$ cat config.mk
export PLATFORM = sky130hd
export DESIGN_NAME = imm_extend_pipe_flat
export DESIGN_NICKNAME = d
export VERILOG_FILES = /design/src/rtl/imm_extend_pipe_pkg.sv /design/src/rtl/imm_extend_pipe_if.sv /design/src/rtl/imm_extend_pipe_ext_core.sv /design/src/rtl/imm_extend_pipe.sv /design/src/flat_wrapper.sv
export SDC_FILE = /design/constraint.sdc
export NUM_CORES = 1
export LEC_CHECK = 0
export ABC_CLOCK_PERIOD_IN_PS = 2900
export BUFFER_PORTS_ARGS = -buffer_cell sky130_fd_sc_hd__buf_4
export CAP_MARGIN = 20
export CORE_ASPECT_RATIO = 1.25
export CORE_MARGIN = 1
export CORE_UTILIZATION = 45
export DETAILED_ROUTE_END_ITERATION = 8
export GPL_TIMING_DRIVEN = 0
export PLACE_DENSITY = 0.66
export SLEW_MARGIN = 30
export SYNTH_ARGS = -nofsm -noshare
export SYNTH_HDL_FRONTEND = slang
export SYNTH_SLANG_ARGS = --single-unit
$ cat constraint.sdc
create_clock -name clk -period 2.9 [get_ports clk]
set_input_delay 0.29 -clock clk [delete_from_list [all_inputs] [get_ports clk]]
set_output_delay 0.29 -clock clk [all_outputs]
set_load 0.05 [all_outputs]
$ cat src/rtl/imm_extend_pipe_pkg.sv
// Shared constants for the immediate-extension unit: extension modes and the
// default datapath widths that decode also builds against.
package imm_extend_pipe_pkg;

   localparam int DEF_REG_DATA_WIDTH = 16;
   localparam int DEF_IMM_MAX_WIDTH  = 12;
   localparam int DEF_SHL_AMT        = 1;
   localparam int DEF_WSEL_WIDTH     = 4;

   localparam int BUF_DEPTH = 2;

   typedef enum logic [1:0] {
      MODE_SEXT     = 2'd0,
      MODE_ZEXT     = 2'd1,
      MODE_SEXT_SHL = 2'd2,
      MODE_UPPER    = 2'd3
   } imm_mode_e;

   // A field width of zero or wider than the immediate port cannot be honoured.
   function automatic logic width_illegal(input int fw, input int max_w);
      return (fw == 0) || (fw > max_w);
   endfunction

endpackage

$ cat src/rtl/imm_extend_pipe_if.sv
// Request/response bundle between decode, the extension unit and execute.
// valid/ready: a transfer happens on a rising edge where valid && ready; the
// sender holds valid high and payload stable until that edge.
interface imm_extend_pipe_if #(
   parameter int REG_DATA_WIDTH = imm_extend_pipe_pkg::DEF_REG_DATA_WIDTH,
   parameter int IMM_MAX_WIDTH  = imm_extend_pipe_pkg::DEF_IMM_MAX_WIDTH,
   parameter int WSEL_WIDTH     = imm_extend_pipe_pkg::DEF_WSEL_WIDTH
);

   logic                      in_valid;
   logic                      in_ready;
   logic [IMM_MAX_WIDTH-1:0]  data_in;
   logic [WSEL_WIDTH-1:0]     field_width;
   logic [1:0]                mode;
   logic                      out_valid;
   logic                      out_ready;
   logic [REG_DATA_WIDTH-1:0] data_out;
   logic                      width_err;
   logic                      ovf;

   modport slave (
      input  in_valid, data_in, field_width, mode, out_ready,
      output in_ready, out_valid, data_out, width_err, ovf
   );

   modport master (
      output in_valid, data_in, field_width, mode, out_ready,
      input  in_ready, out_valid, data_out, width_err, ovf
   );

endinterface

$ cat src/rtl/imm_extend_pipe_ext_core.sv
// Combinational extension datapath: masks the active field, then produces the
// sign/zero/shifted/upper-placed result together with width_err and ovf.
module imm_extend_pipe_ext_core
   import imm_extend_pipe_pkg::*;
#(
   parameter int REG_DATA_WIDTH = DEF_REG_DATA_WIDTH,
   parameter int IMM_MAX_WIDTH  = DEF_IMM_MAX_WIDTH,
   parameter int SHL_AMT        = DEF_SHL_AMT,
   parameter int WSEL_WIDTH     = DEF_WSEL_WIDTH
) (
   input  logic [IMM_MAX_WIDTH-1:0]  i_data,
   input  logic [WSEL_WIDTH-1:0]     i_field_width,
   input  imm_mode_e                 i_mode,
   output logic [REG_DATA_WIDTH-1:0] o_data,
   output logic                      o_width_err,
   output logic                      o_ovf
);

   logic                      w_err;
   logic [WSEL_WIDTH-1:0]     w_fw;
   logic [REG_DATA_WIDTH-1:0] w_mask;
   logic [REG_DATA_WIDTH-1:0] w_field;
   logic                      w_sign;
   logic [REG_DATA_WIDTH-1:0] w_sext;
   logic [REG_DATA_WIDTH-1:0] w_shl;
   logic                      w_shl_ovf;
   logic [REG_DATA_WIDTH-1:0] w_upper;

   always_comb begin
      w_err   = width_illegal(int'(i_field_width), IMM_MAX_WIDTH);
      w_fw    = w_err ? WSEL_WIDTH'(IMM_MAX_WIDTH) : i_field_width;
      w_mask  = ~({REG_DATA_WIDTH{1'b1}} << w_fw);
      w_field = REG_DATA_WIDTH'(i_data) & w_mask;

      w_sign = 1'b0;
      for (int i = 0; i < IMM_MAX_WIDTH; i++) begin
         if (int'(w_fw) == i + 1) w_sign = i_data[i];
      end

      w_sext = w_field | (w_sign ? ~w_mask : '0);
      w_shl  = w_sext << SHL_AMT;

      // Every bit pushed out of the top must match the new MSB, or the offset changed.
      w_shl_ovf = 1'b0;
      for (int i = 0; i < REG_DATA_WIDTH; i++) begin
         if (i >= REG_DATA_WIDTH - SHL_AMT) w_shl_ovf = w_shl_ovf | (w_sext[i] ^ w_shl[REG_DATA_WIDTH-1]);
      end

      w_upper = w_field << (REG_DATA_WIDTH - int'(w_fw));
   end

   always_comb begin
      o_data      = '0;
      o_ovf       = 1'b0;
      o_width_err = w_err;
      case (i_mode)
         MODE_SEXT:     o_data = w_sext;
         MODE_ZEXT:     o_data = w_field;
         MODE_SEXT_SHL: begin
            o_data = w_shl;
            o_ovf  = w_shl_ovf;
         end
         MODE_UPPER:    o_data = w_upper;
         default:       o_data = '0;
      endcase
   end

endmodule

$ cat src/rtl/imm_extend_pipe.sv
// Pipelined immediate extender: combinational extension on the input side,
// results held in a 2-entry skid buffer so decode and execute stall independently.
module imm_extend_pipe
   import imm_extend_pipe_pkg::*;
#(
   parameter int REG_DATA_WIDTH = DEF_REG_DATA_WIDTH,
   parameter int IMM_MAX_WIDTH  = DEF_IMM_MAX_WIDTH,
   parameter int SHL_AMT        = DEF_SHL_AMT,
   parameter int WSEL_WIDTH     = DEF_WSEL_WIDTH
) (
   input  logic            clk,
   input  logic            rst_n,
   imm_extend_pipe_if.slave io
);

   localparam int          ENTRY_W = REG_DATA_WIDTH + 2;
   localparam logic [1:0]  FULL    = 2'(BUF_DEPTH);

   logic [REG_DATA_WIDTH-1:0]            w_ext_data;
   logic                                 w_ext_err;
   logic                                 w_ext_ovf;
   logic [ENTRY_W-1:0]                   w_new;
   logic                                 w_push;
   logic                                 w_pop;
   logic [BUF_DEPTH-1:0][ENTRY_W-1:0]    r_entry;
   logic [1:0]                           r_count;

   imm_extend_pipe_ext_core #(
      .REG_DATA_WIDTH (REG_DATA_WIDTH),
      .IMM_MAX_WIDTH  (IMM_MAX_WIDTH),
      .SHL_AMT        (SHL_AMT),
      .WSEL_WIDTH     (WSEL_WIDTH)
   ) u_ext_core (
      .i_data        (io.data_in),
      .i_field_width (io.field_width),
      .i_mode        (imm_mode_e'(io.mode)),
      .o_data        (w_ext_data),
      .o_width_err   (w_ext_err),
      .o_ovf         (w_ext_ovf)
   );

   assign w_new = {w_ext_data, w_ext_err, w_ext_ovf};

   // in_ready comes from the registered count alone, never from out_ready.
   assign io.in_ready  = (r_count < FULL);
   assign io.out_valid = (r_count != 2'd0);
   assign {io.data_out, io.width_err, io.ovf} = r_entry[0];

   assign w_push = io.in_valid && io.in_ready;
   assign w_pop  = io.out_valid && io.out_ready;

   // Entry 0 is always the head; a pop shifts entry 1 forward.
   always_ff @(posedge clk or negedge rst_n) begin
      if (!rst_n) begin
         r_count <= 2'd0;
         r_entry <= '0;
      end else begin
         case ({w_push, w_pop})
            2'b10: begin
               r_entry[r_count[0]] <= w_new;
               r_count             <= r_count + 2'd1;
            end
            2'b01: begin
               r_entry[0] <= r_entry[1];
               r_count    <= r_count - 2'd1;
            end
            2'b11: begin
               if (r_count == 2'd1) begin
                  r_entry[0] <= w_new;
               end else begin
                  r_entry[0] <= r_entry[1];
                  r_entry[1] <= w_new;
               end
            end
            default: begin
            end
         endcase
      end
   end

endmodule

$ cat src/flat_wrapper.sv
// flat-port wrapper written by rule: the top's interface ports become plain ports
module imm_extend_pipe_flat import imm_extend_pipe_pkg::*;
#(
   parameter int REG_DATA_WIDTH = DEF_REG_DATA_WIDTH,
   parameter int IMM_MAX_WIDTH  = DEF_IMM_MAX_WIDTH,
   parameter int SHL_AMT        = DEF_SHL_AMT,
   parameter int WSEL_WIDTH     = DEF_WSEL_WIDTH
)
  (clk, rst_n, io_in_valid, io_data_in, io_field_width, io_mode, io_out_ready, io_in_ready, io_out_valid, io_data_out, io_width_err, io_ovf);
  imm_extend_pipe_if #(.REG_DATA_WIDTH(REG_DATA_WIDTH), .IMM_MAX_WIDTH(IMM_MAX_WIDTH), .WSEL_WIDTH(WSEL_WIDTH)) io_i ();
  input  logic clk;
  input  logic rst_n;
  input wire logic [$bits(io_i.in_valid)-1:0] io_in_valid;
  input wire logic [$bits(io_i.data_in)-1:0] io_data_in;
  input wire logic [$bits(io_i.field_width)-1:0] io_field_width;
  input wire logic [$bits(io_i.mode)-1:0] io_mode;
  input wire logic [$bits(io_i.out_ready)-1:0] io_out_ready;
  output wire logic [$bits(io_i.in_ready)-1:0] io_in_ready;
  output wire logic [$bits(io_i.out_valid)-1:0] io_out_valid;
  output wire logic [$bits(io_i.data_out)-1:0] io_data_out;
  output wire logic [$bits(io_i.width_err)-1:0] io_width_err;
  output wire logic [$bits(io_i.ovf)-1:0] io_ovf;
  assign io_i.in_valid = io_in_valid;
  assign io_i.data_in = io_data_in;
  assign io_i.field_width = io_field_width;
  assign io_i.mode = io_mode;
  assign io_i.out_ready = io_out_ready;
  assign io_in_ready = io_i.in_ready;
  assign io_out_valid = io_i.out_valid;
  assign io_data_out = io_i.data_out;
  assign io_width_err = io_i.width_err;
  assign io_ovf = io_i.ovf;
  imm_extend_pipe #(.REG_DATA_WIDTH(REG_DATA_WIDTH), .IMM_MAX_WIDTH(IMM_MAX_WIDTH), .SHL_AMT(SHL_AMT), .WSEL_WIDTH(WSEL_WIDTH)) u_core (.clk(clk), .rst_n(rst_n), .io(io_i));
endmodule
**After elaboration in Yosys (flattened, before gate mapping)**

Cells that the tools add are included.

- Register bits after elaboration: 38
- Input port bits: 22
- Output and inout bits: 20
- Logic and storage cells: 72

- $add $sub $neg: 3
- $lt $le $gt $ge: 4
- Equal/unequal tests: 20
- Shift-type cells: 2
- Multiplexer cells: 24
- Bitwise operators: 5
- Reductions and logical operators: 11

Operators by type and width:

| operator | count |
|---|---|
| $pmux W16 S4 | 1 |
| $mux W18 | 3 |
| $pmux W18 S3 | 1 |
| $bwmux W36 | 1 |
| $pmux W18 S2 | 1 |
| $eq A4 B4 Y1 const B | 8 |
| $not A16 Y16 | 2 |
| $shl A16 B32 Y16 | 1 |
| $demux W18 S1 | 1 |
| $and A12 B16 Y16 | 1 |
| $mux W16 | 1 |
| $or A16 B16 Y16 | 1 |
| $shl A16 B4 Y16 const A | 1 |
| $mux W1 | 13 |
| $eq A4 B3 Y1 const B | 3 |
| $eq A2 B2 Y1 const B | 4 |
| $eq A2 B1 Y1 const B | 3 |
| $reduce_bool A2 Y1 | 3 |
| $sub A5 B4 Y6 const A | 1 |
| $eq A4 B2 Y1 const B | 1 |
| $gt A4 B4 Y1 const B | 1 |
| $logic_not A4 Y1 | 1 |
| $mux W4 | 1 |
| $pmux W2 S2 | 1 |
| 12 further kinds | 14 |

**Longest topological paths before layout**

Gate-level depths: netlist (run 1).

- Word-level depth: 22
- Mapped depth: 14
- Mapped depth without buffers: 12

**Modules after synthesis**

From an unflattened synthesis (run 1), not the netlist that was laid out.

- Cell total of the unflattened synthesis: 491
- Area, all modules: 3907.5 sq um

Modules (own cells, without submodules):

| module | times used | cells an instance | area an instance (sq um) |
|---|---|---|---|
| imm_extend_pipe | 1 | 196 | 2143.3 |
| imm_extend_pipe_ext_core | 1 | 295 | 1764.2 |

**Worst setup path before layout (run 1)**

OpenSTA, ideal clock, no wires.

- Path kind: input port to flip-flop
- Start: input port io_field_width[3]
- End: register u_core.r_entry, in the netlist u_core.io.data_out[6]
- Library setup time: 0.134 ns
- Arrival: 2.854 ns
- Data required time: 2.766 ns
- Slack: -0.088 ns
- Stages: 13
- Buffers on the path: 2
- Cell sequence: buf_2 > buf_4 > nand2_1 > nand2_1 > ha_1 > inv_1 > ha_1 > o31ai_1 > mux2i_1 > mux4_2 > nor2b_1 > a211oi_1 > a211oi_1

- Cells in the longest elaborated chain, start to end: 21
- Elaborated cells between the ends (all ways): 40
- Those cells by class: add/sub (1); order compare (1); eq/ne (12); shift (2); mux (18); bitwise (4); reduce/logical (2)

Ends and longest elaborated chain:

| item | line | source |
|---|---|---|
| start: declaration | flat_wrapper.sv:15 | `input wire logic [$bits(io_i.field_width)-1:0] io_field_width;` |
| $gt A4 B4 Y1 / $logic_not A4 Y1 (equally long branches) | imm_extend_pipe_pkg.sv:21 | `return (fw == 0) \|\| (fw > max_w);` |
| $logic_or A1 B1 Y1 | imm_extend_pipe_pkg.sv:21 |  |
| $mux W4 (*) | imm_extend_pipe_ext_core.sv:31 | `w_fw = w_err ? WSEL_WIDTH'(IMM_MAX_WIDTH) : i_field_width;` |
| $eq A4 B2 Y1 | imm_extend_pipe_ext_core.sv:37 | `if (int'(w_fw) == i + 1) w_sign = i_data[i];` |
| $mux W1 (12 in a row) | imm_extend_pipe_ext_core.sv:37 |  |
| $mux W16 | imm_extend_pipe_ext_core.sv:40 | `w_sext = w_field \| (w_sign ? ~w_mask : '0);` |
| $or A16 B16 Y16 | imm_extend_pipe_ext_core.sv:40 |  |
| $pmux W16 S4 (*) | imm_extend_pipe_ext_core.sv:56 | `case (i_mode)` |
| $mux W18 / $bwmux W36 (equally long branches) | imm_extend_pipe.sv:68, imm_extend_pipe.sv:60 |  |
| $pmux W18 S3 (*) | imm_extend_pipe.sv:58 | `case ({w_push, w_pop})` |
| end signal: indexed assignment | imm_extend_pipe.sv:60 | `r_entry[r_count[0]] <= w_new;` |
| end: declaration | imm_extend_pipe.sv:25 | `logic [BUF_DEPTH-1:0][ENTRY_W-1:0] r_entry;` |

Every way passes the cells marked *; elsewhere a longest branch is shown, timed or not.
A chain may end at the register's enable or synchronous reset.

**Worst setup path after layout (run 1)**

- Start: input port io_field_width[2]
- End: register u_core.r_entry, in the netlist u_core.io.data_out[12]

Same word-level chain as after synthesis.

==> flow_summary_export.csv, run 1 <==
group,metric,value,unit
floorplanning,die_w,82.9,um
sta,setup_tns,0,ns
critical_path,critPathLaunchType,"input port",
synth,avgSynthCellArea,7.70,um^2
clocking,clk_pin_slew,0.07,ns
floorplanning,ios,42,
finish,fin_util,58.2,%
clocking,clkLatencyLatePin,0.29,ns
global_route,grt_antenna_before_repair,0,
route,routed_wl,13400,um
synth,async_reset_ff_share,100,%
clocking,cts_sinks,38,
critical_path,reg2regPathDepth,8,
critical_path,critPathMaxFanout,10,
synth,synth_largest_area_cell,"dfrtp_1",
route,drtIter0Drc,224,
critical_path,required,3.06,ns
min_path,hold_depth,2,
finish,fillers,754,
synth,synthesis.nets,512,
route,wl_per_cell,21.4,um
floorplanning,start_util,46.7,%
sta,fin_ws,0.0717,ns
min_path,min_path_type,"reg2reg",
clocking,h-tree-depth,2,
synth,ys_types,74,
critical_path,worst_setup_path_end_kind,"flop",
finish,design_area,4590,um^2
synth,seq_area_frac_synth,25.8,%
synth,synth_area,3680,um^2
global_route,grt_remaining_overflow,0,
global_route,grt_max_degree,39,
synth,synth_warnings,0,
floorplanning,die_y,103,um
synth,synth_common_cells,"nand2_1 (58), nor2_1 (58), a21oi_1 (43)",
global_route,grt_pass1_wl,21100,um
min_path,whs_endpoint,"u_core.r_entry[24]$_DFFE_PN0P_",
place,io_buffers,38,
power_and_ir_drop,ir_worst_vdd,627,uV
route,antenna_left,0,
synth,synth_top_area_share,25.8,%
clocking,cts_buffers,5,
sta,worst_pin_slew,0.819,ns
sta,fmax,354,MHz
route,dr.pass1.iters,5,
finish,n_antenna_cell,0,
route,vias_per_cell,6.40,
power_and_ir_drop,power_density,787,nW/um^2
sta,setup_viol,0,
sta,finalHoldViolations,0,
finish,area.growth.synth_to_final,24.7,%
place,hpwl,10200,um
clocking,cts-root-buf,"clkbuf_8",
place,dp_slack,-1.06,ns
status,status,"finished, final reports clean",
run,drv_cap,0,
clocking,cts_tree,"built",
sta,fin_skew,0.00641,ns
critical_path,r2r-start,"u_core.r_count[0]$_DFFE_PN0P_",
synth,ys.flop_type,"dfrtp_1",
place,dpl_cell_area,4090,um^2
sta,period_needed,2.83,ns
place,gp_congestion,1.03,
sta,fin_crit_sh,97.5,%
synth,synth_edf_count,0,
route,drc,0,
synth,postSynthCellCount,478,
critical_path,cp.arrival,2.98,ns
sta,relSlewSlack,45.1,%
sta,rsz0062_at_grt,"true",
critical_path,critPathKind,"in2reg",
min_path,hp-start,"u_core.r_entry[24]$_DFFE_PN0P_",
finish,final_layout_size_suffix_gt1_share,29.6,%
finish,nNetsFinal,568,
clocking,cts_max_path_buffers,2,
finish,regArea,952,um^2
sta,maxSlewViolCount,0,
finish,multi_input_area,2720,um^2
critical_path,rrSetupSlack,0.18,ns
synth,ys_ff_latch,38,
critical_path,r2r_end,"u_core.io.data_out[1]$_DFFE_PN0P_",
route,dr_total_vias,4017,
synth,synth_area_leaders,"dfrtp_1 (26%), nand2_1 (5.9%), nor2_1 (5.9%)",
global_route,grt_pass1_vias,3847,
floorplanning,row_count,36,
global_route,grt_use_total,31.7,%
floorplanning,fp.dieArea,8540,um^2
power_and_ir_drop,leakagePower,1.92,nW
floorplanning,fp.coreArea,7880,um^2
-- critical path: stages --
cell	delay [ns]
buf_4	0.16
buf_8	0.16
buf_8	0.15
nand2_2	0.11
nand2_4	0.10
ha_4	0.19
inv_1	0.08
ha_4	0.19
o31ai_4	0.36
mux2i_4	0.15
a221oi_2	0.38
a22oi_1	0.22
o22ai_1	0.31
a221oi_1	0.12
-- cell type report --
class,instances,area share [%]
Buffer,42,6.16
Clock buffer,6,1.80
Multi-Input combinational cell,382,59.2
Inverter,15,1.23
Timing Repair Buffer,50,8.23
Tap cell,95,2.59
Sequential cell,38,20.7
-- how the worst max path moves through the flow --
stage | start | to | slack (ns) | cells past startpoint
global route | u_core.r_count[0]$_DFFE_PN0P_ | u_core.io.data_out[15]$_DFFE_PN0P_ | -0.02 | 8
CTS | u_core.r_count[0]$_DFFE_PN0P_ | u_core.io.data_out[4]$_DFFE_PN0P_ | 0.01 | 11
floorplan | io_field_width[3] | u_core.io.data_out[6]$_DFFE_PN0P_ | 0.03 | 13
global placement | io_field_width[1] | u_core.io.data_out[12]$_DFFE_PN0P_ | -1.02 | 13
finish | io_field_width[2] | u_core.io.data_out[12]$_DFFE_PN0P_ | 0.07 | 14
detailed placement | io_field_width[1] | u_core.io.data_out[12]$_DFFE_PN0P_ | -1.06 | 13
-- timing repair --
action / CTS / global route
hold buffers: 1 / 0
hold endpoints to repair: 38 / 0
buffers inserted: 6 / 5
endpoints found under the setup margin: 32 / 31
pin swaps: 5 / 8
gates resized for setup: 49 / 34
-- metal layers --
metal / wire [um] / track usage (%) / vias to the layer above / share of wire (%)
li1: - / - / 1867 / -
met1: 5060 / 35.0 / 1917 / 38
met2: 6890 / 58.1 / 184 / 51
met3: 679 / 2.96 / 49 / 5.1
met4: 795 / 22.7 / 0 / 5.9
met5: 0 / 0 / - / 0
-- cell families (layout without fill, tap and decap cells) --
family | count (synthesis) | in the layout | synth area share [%]
muxes | 16 | 16 | 5.88
adders and majority gates | 12 | 12 | 4.08
DFF | 38 | 38 | 25.8
AOI/OAI and AO/OA | 176 | 176 | 32.7
xor gates and xnor gates | 5 | 5 | 1.19
and+or+nand+nor | 173 | 173 | 21.9
buffers and inverters | 58 | 113 | 8.40
-- state kept, by name, summed over array words and instances (netlist names) --
name / cells
u_core.io.width_err: 1
u_core.io.data_out: 16
u_core.r_entry: 18
u_core.r_count: 2
u_core.io.ovf: 1
-- cells in the final DEF, fill, tap and decap left out, types with 7 or more instances in the layout --
| master | n |
|---|---|
| ha_1 | 7 |
| a21oi_1 | 41 |
| dfrtp_1 | 37 |
| o21ai_1 | 10 |
| a21o_1 | 8 |
| nor2_1 | 55 |
| a221oi_1 | 8 |
| clkbuf_1 | 9 |
| clkbuf_2 | 7 |
| o21ai_0 | 25 |
| nand3_1 | 10 |
| nand2_1 | 56 |
| nand2b_1 | 8 |
| inv_1 | 13 |
| buf_4 | 67 |
-- power breakdown --
group	switching, mW	internal [mW]	leakage [nW]
logic	1.44	0.862	1.42
registers	0.152	0.789	0.461
clock network	0.183	0.184	0.0431
-- per-stage QoR --
stage,power [mW],std cells,hold WS [ns]
finish,3.61,628,0.471
detailed placement,3.14,611,0.290
global placement,3.09,611,0.282
CTS,3.57,623,0.478
global route,3.85,628,0.513
floorplan,2.55,478,-0.00559
Note: power is estimated with default switching activity, not from simulation.
==> run 2: changes to the inputs <==
- ABC_CLOCK_PERIOD_IN_PS: 2900 -> default
- PLACE_DENSITY: 0.66 -> default
- PLACE_DENSITY_LB_ADDON: default -> 0.3
==> flow_summary_export.csv, run 2 (synthesis results as in run 1) <==
group,metric,value,unit
status,status,"finished, final reports clean",
place,dp_slack,-0.816,ns
power_and_ir_drop,p_sw,1.80,mW
clocking,cts_sinks,38,
finish,final_cell_mix,"buf_4 (64), nand2_1 (56), nor2_1 (54)",
clocking,cts-root-buf,"clkbuf_8",
critical_path,cp.arrival,3.03,ns
place,gp_congestion,0.997,
min_path,whs_endpoint,"u_core.r_entry[24]$_DFFE_PN0P_",
finish,final_cells,627,
route,antenna_left,0,
floorplanning,row_count,36,
finish,final_common_cell,"buf_4",
clocking,cts_tree,"built",
sta,fin_ws,0.0280,ns
critical_path,critPathMaxFanout,10,
route,wl_per_cell,21.3,um
route,dr.pass1.iters,5,
sta,setup_tns,0,ns
floorplanning,die_y,103,um
sta,worst_pin_slew,0.722,ns
critical_path,critPathMaxStageDelay,0.53,ns
sta,rsz0062_at_grt,"true",
finish,largest-register,"u_core.r_entry",
sta,period_needed,2.87,ns
route,drtIter0Drc,230,
finish,final_layout_size_suffix_gt1_share,29.5,%
global_route,grt_use_total,32.0,%
critical_path,path_cells,"buf_4, buf_8, buf_6, nand2_2, nand2_4, ha_4, ha_4, nor2b_1, mux2i_1, nor2_1, mux4_2, a221o_1, o21ai_2, a31oi_1",
finish,nNetsFinal,565,
sta,fin_skew,0.00589,ns
global_route,grt_remaining_overflow,0,
clocking,clkLatencyLatePin,0.30,ns
power_and_ir_drop,intPower,2.02,mW
floorplanning,die_w,82.9,um
min_path,hp-start,"u_core.r_entry[24]$_DFFE_PN0P_",
min_path,min_path_type,"reg2reg",
critical_path,worst_setup_path_end_kind,"flop",
floorplanning,fp.dieArea,8540,um^2
power_and_ir_drop,power_frac_clock,14.9,%
critical_path,path_common_cell,"ha_4",
sta,finalHoldViolations,0,
critical_path,cp.buffers_inverters,3,
sta,relSlewSlack,51.8,%
place,dp.cells,611,
global_route,grt_antenna_before_repair,0,
floorplanning,start_util,46.7,%
global_route,grt_max_degree,39,
critical_path,critPathKind,"in2reg",
power_and_ir_drop,leakagePower,1.92,nW
route,routed_wl,13400,um
power_and_ir_drop,combPwrFrac,60.6,%
sta,fin_crit_sh,99.0,%
power_and_ir_drop,power_density,830,nW/um^2
clocking,cts_buffers,5,
route,drc,0,
finish,n_antenna_cell,0,
min_path,hold_depth,2,
critical_path,rrSetupSlack,0.17,ns
finish,area.growth.synth_to_final,25.0,%
clocking,h-tree-depth,2,
power_and_ir_drop,switching_share,47.2,%
critical_path,required,3.06,ns
run,drv_cap,0,
place,io_buffers,38,
floorplanning,fp.coreArea,7880,um^2
route,vias_per_cell,6.42,
clocking,cts_max_path_buffers,2,
sta,fmax,348,MHz
sta,setup_viol,0,
global_route,grt_pass1_vias,3841,
route,dr_total_vias,4028,
critical_path,critPathLaunchType,"input port",
critical_path,cpMaxStageDelayCell,"mux4_2",
critical_path,r2r_end,"u_core.io.data_out[4]$_DFFE_PN0P_",
critical_path,cp_top_family,"multiplexers",
critical_path,reg2regPathDepth,11,
finish,largest_reg_flops,18,
place,hpwl,9880,um
power_and_ir_drop,pwr-share-seq,24.6,%
power_and_ir_drop,ir_worst_vdd,861,uV
floorplanning,ios,42,
sta,maxSlewViolCount,0,
clocking,clk_pin_slew,0.08,ns
global_route,grt_pass1_wl,21100,um
critical_path,r2r-start,"u_core.r_count[0]$_DFFE_PN0P_",
==> run 2: changes by cell type in the layout (fill, tap and decap cells not counted), moves of 2 or more <==
cell | before | now
buf_4 | 67 | 64
clkbuf_2 | 7 | 4
inv_1 | 13 | 10
inv_2 | 2 | 5
a32oi_1 | 4 | 2
a32oi_2 | 1 | 3
bufinv_16 | 0 | 2
clkbuf_1 | 9 | 11
o21ai_1 | 10 | 8
==> run 2: worst max path at each step <==
| stage | startpoint | to | slack (ns) | depth (start not counted) |
|---|---|---|---|---|
| finish | io_field_width[2] | u_core.io.data_out[10]$_DFFE_PN0P_ | 0.03 | 14 |
| global placement | io_field_width[2] | u_core.r_entry[22]$_DFFE_PN0P_ | -0.80 | 12 |
| CTS | io_field_width[2] | u_core.io.data_out[10]$_DFFE_PN0P_ | 0.005 | 14 |
| floorplan | io_field_width[3] | u_core.io.data_out[6]$_DFFE_PN0P_ | 0.03 | 13 |
| detailed placement | io_field_width[2] | u_core.io.data_out[8]$_DFFE_PN0P_ | -0.82 | 14 |
| global route | io_field_width[2] | u_core.io.data_out[9]$_DFFE_PN0P_ | -0.04 | 15 |
==> run 2: metal layers <==
| metal | wire length [um] | GRT usage [%] | part of all wire, % | vias up |
|---|---|---|---|---|
| met5 | 0 | 0 | 0 | - |
| met4 | 930 | 24.3 | 7.0 | 0 |
| li1 | - | - | - | 1866 |
| met3 | 750 | 4.48 | 5.6 | 53 |
| met2 | 6520 | 56.0 | 49 | 196 |
| met1 | 5160 | 35.9 | 39 | 1913 |
==> run 2: through the flow <==
stage	area (um^2)	utilization, %	total power [mW]	hold slack, ns
final	4600	58.3	3.82	0.471
after detailed placement	4090	51.9	3.13	0.292
after global routing	4600	58.3	4.06	0.486
after global placement	4090	51.9	3.08	0.283
after floorplan	3690	-	2.55	-0.00559
after CTS	4450	56.5	3.75	0.473
==> run 2: power by group through the flow <==
stage,sequential [mW],clock [mW],combinational (mW)
2_1_floorplan,0.953,0,1.60
3_3_place_gp,0.933,0,2.15
3_5_place_dp,0.944,0,2.19
4_1_cts,0.933,0.574,2.25
5_1_grt,0.972,0.589,2.50
6_report,0.938,0.568,2.31
==> run 2: worst register-to-register path, delay by kind of cell, from the launching register on <==
kind	cells	cell delay, ns
buf+inv	3	0.52
flops	1	0.46
compound gates	2	0.37
fa+ha+maj	2	0.54
simple gates	4	0.73
==> run 2: what timing repair did <==
action,in CTS,in global routing
buffers inserted,3,5
pin swaps,3,6
endpoints found under the hold margin,38,0
endpoints found under the setup margin,32,34
hold buffers,1,0
resized for setup,44,33
==> run 2: final cells by class <==
type                    count  area (um^2)
clock inverters             2         60.1
clock buffers               6         82.6
well taps                  95          119
fillers                   735         3280
flip-flops and latches     38          952
inverters                  15         56.3
repair buffers             47          355
multi-input cells         382         2700
plain buffers              42          279
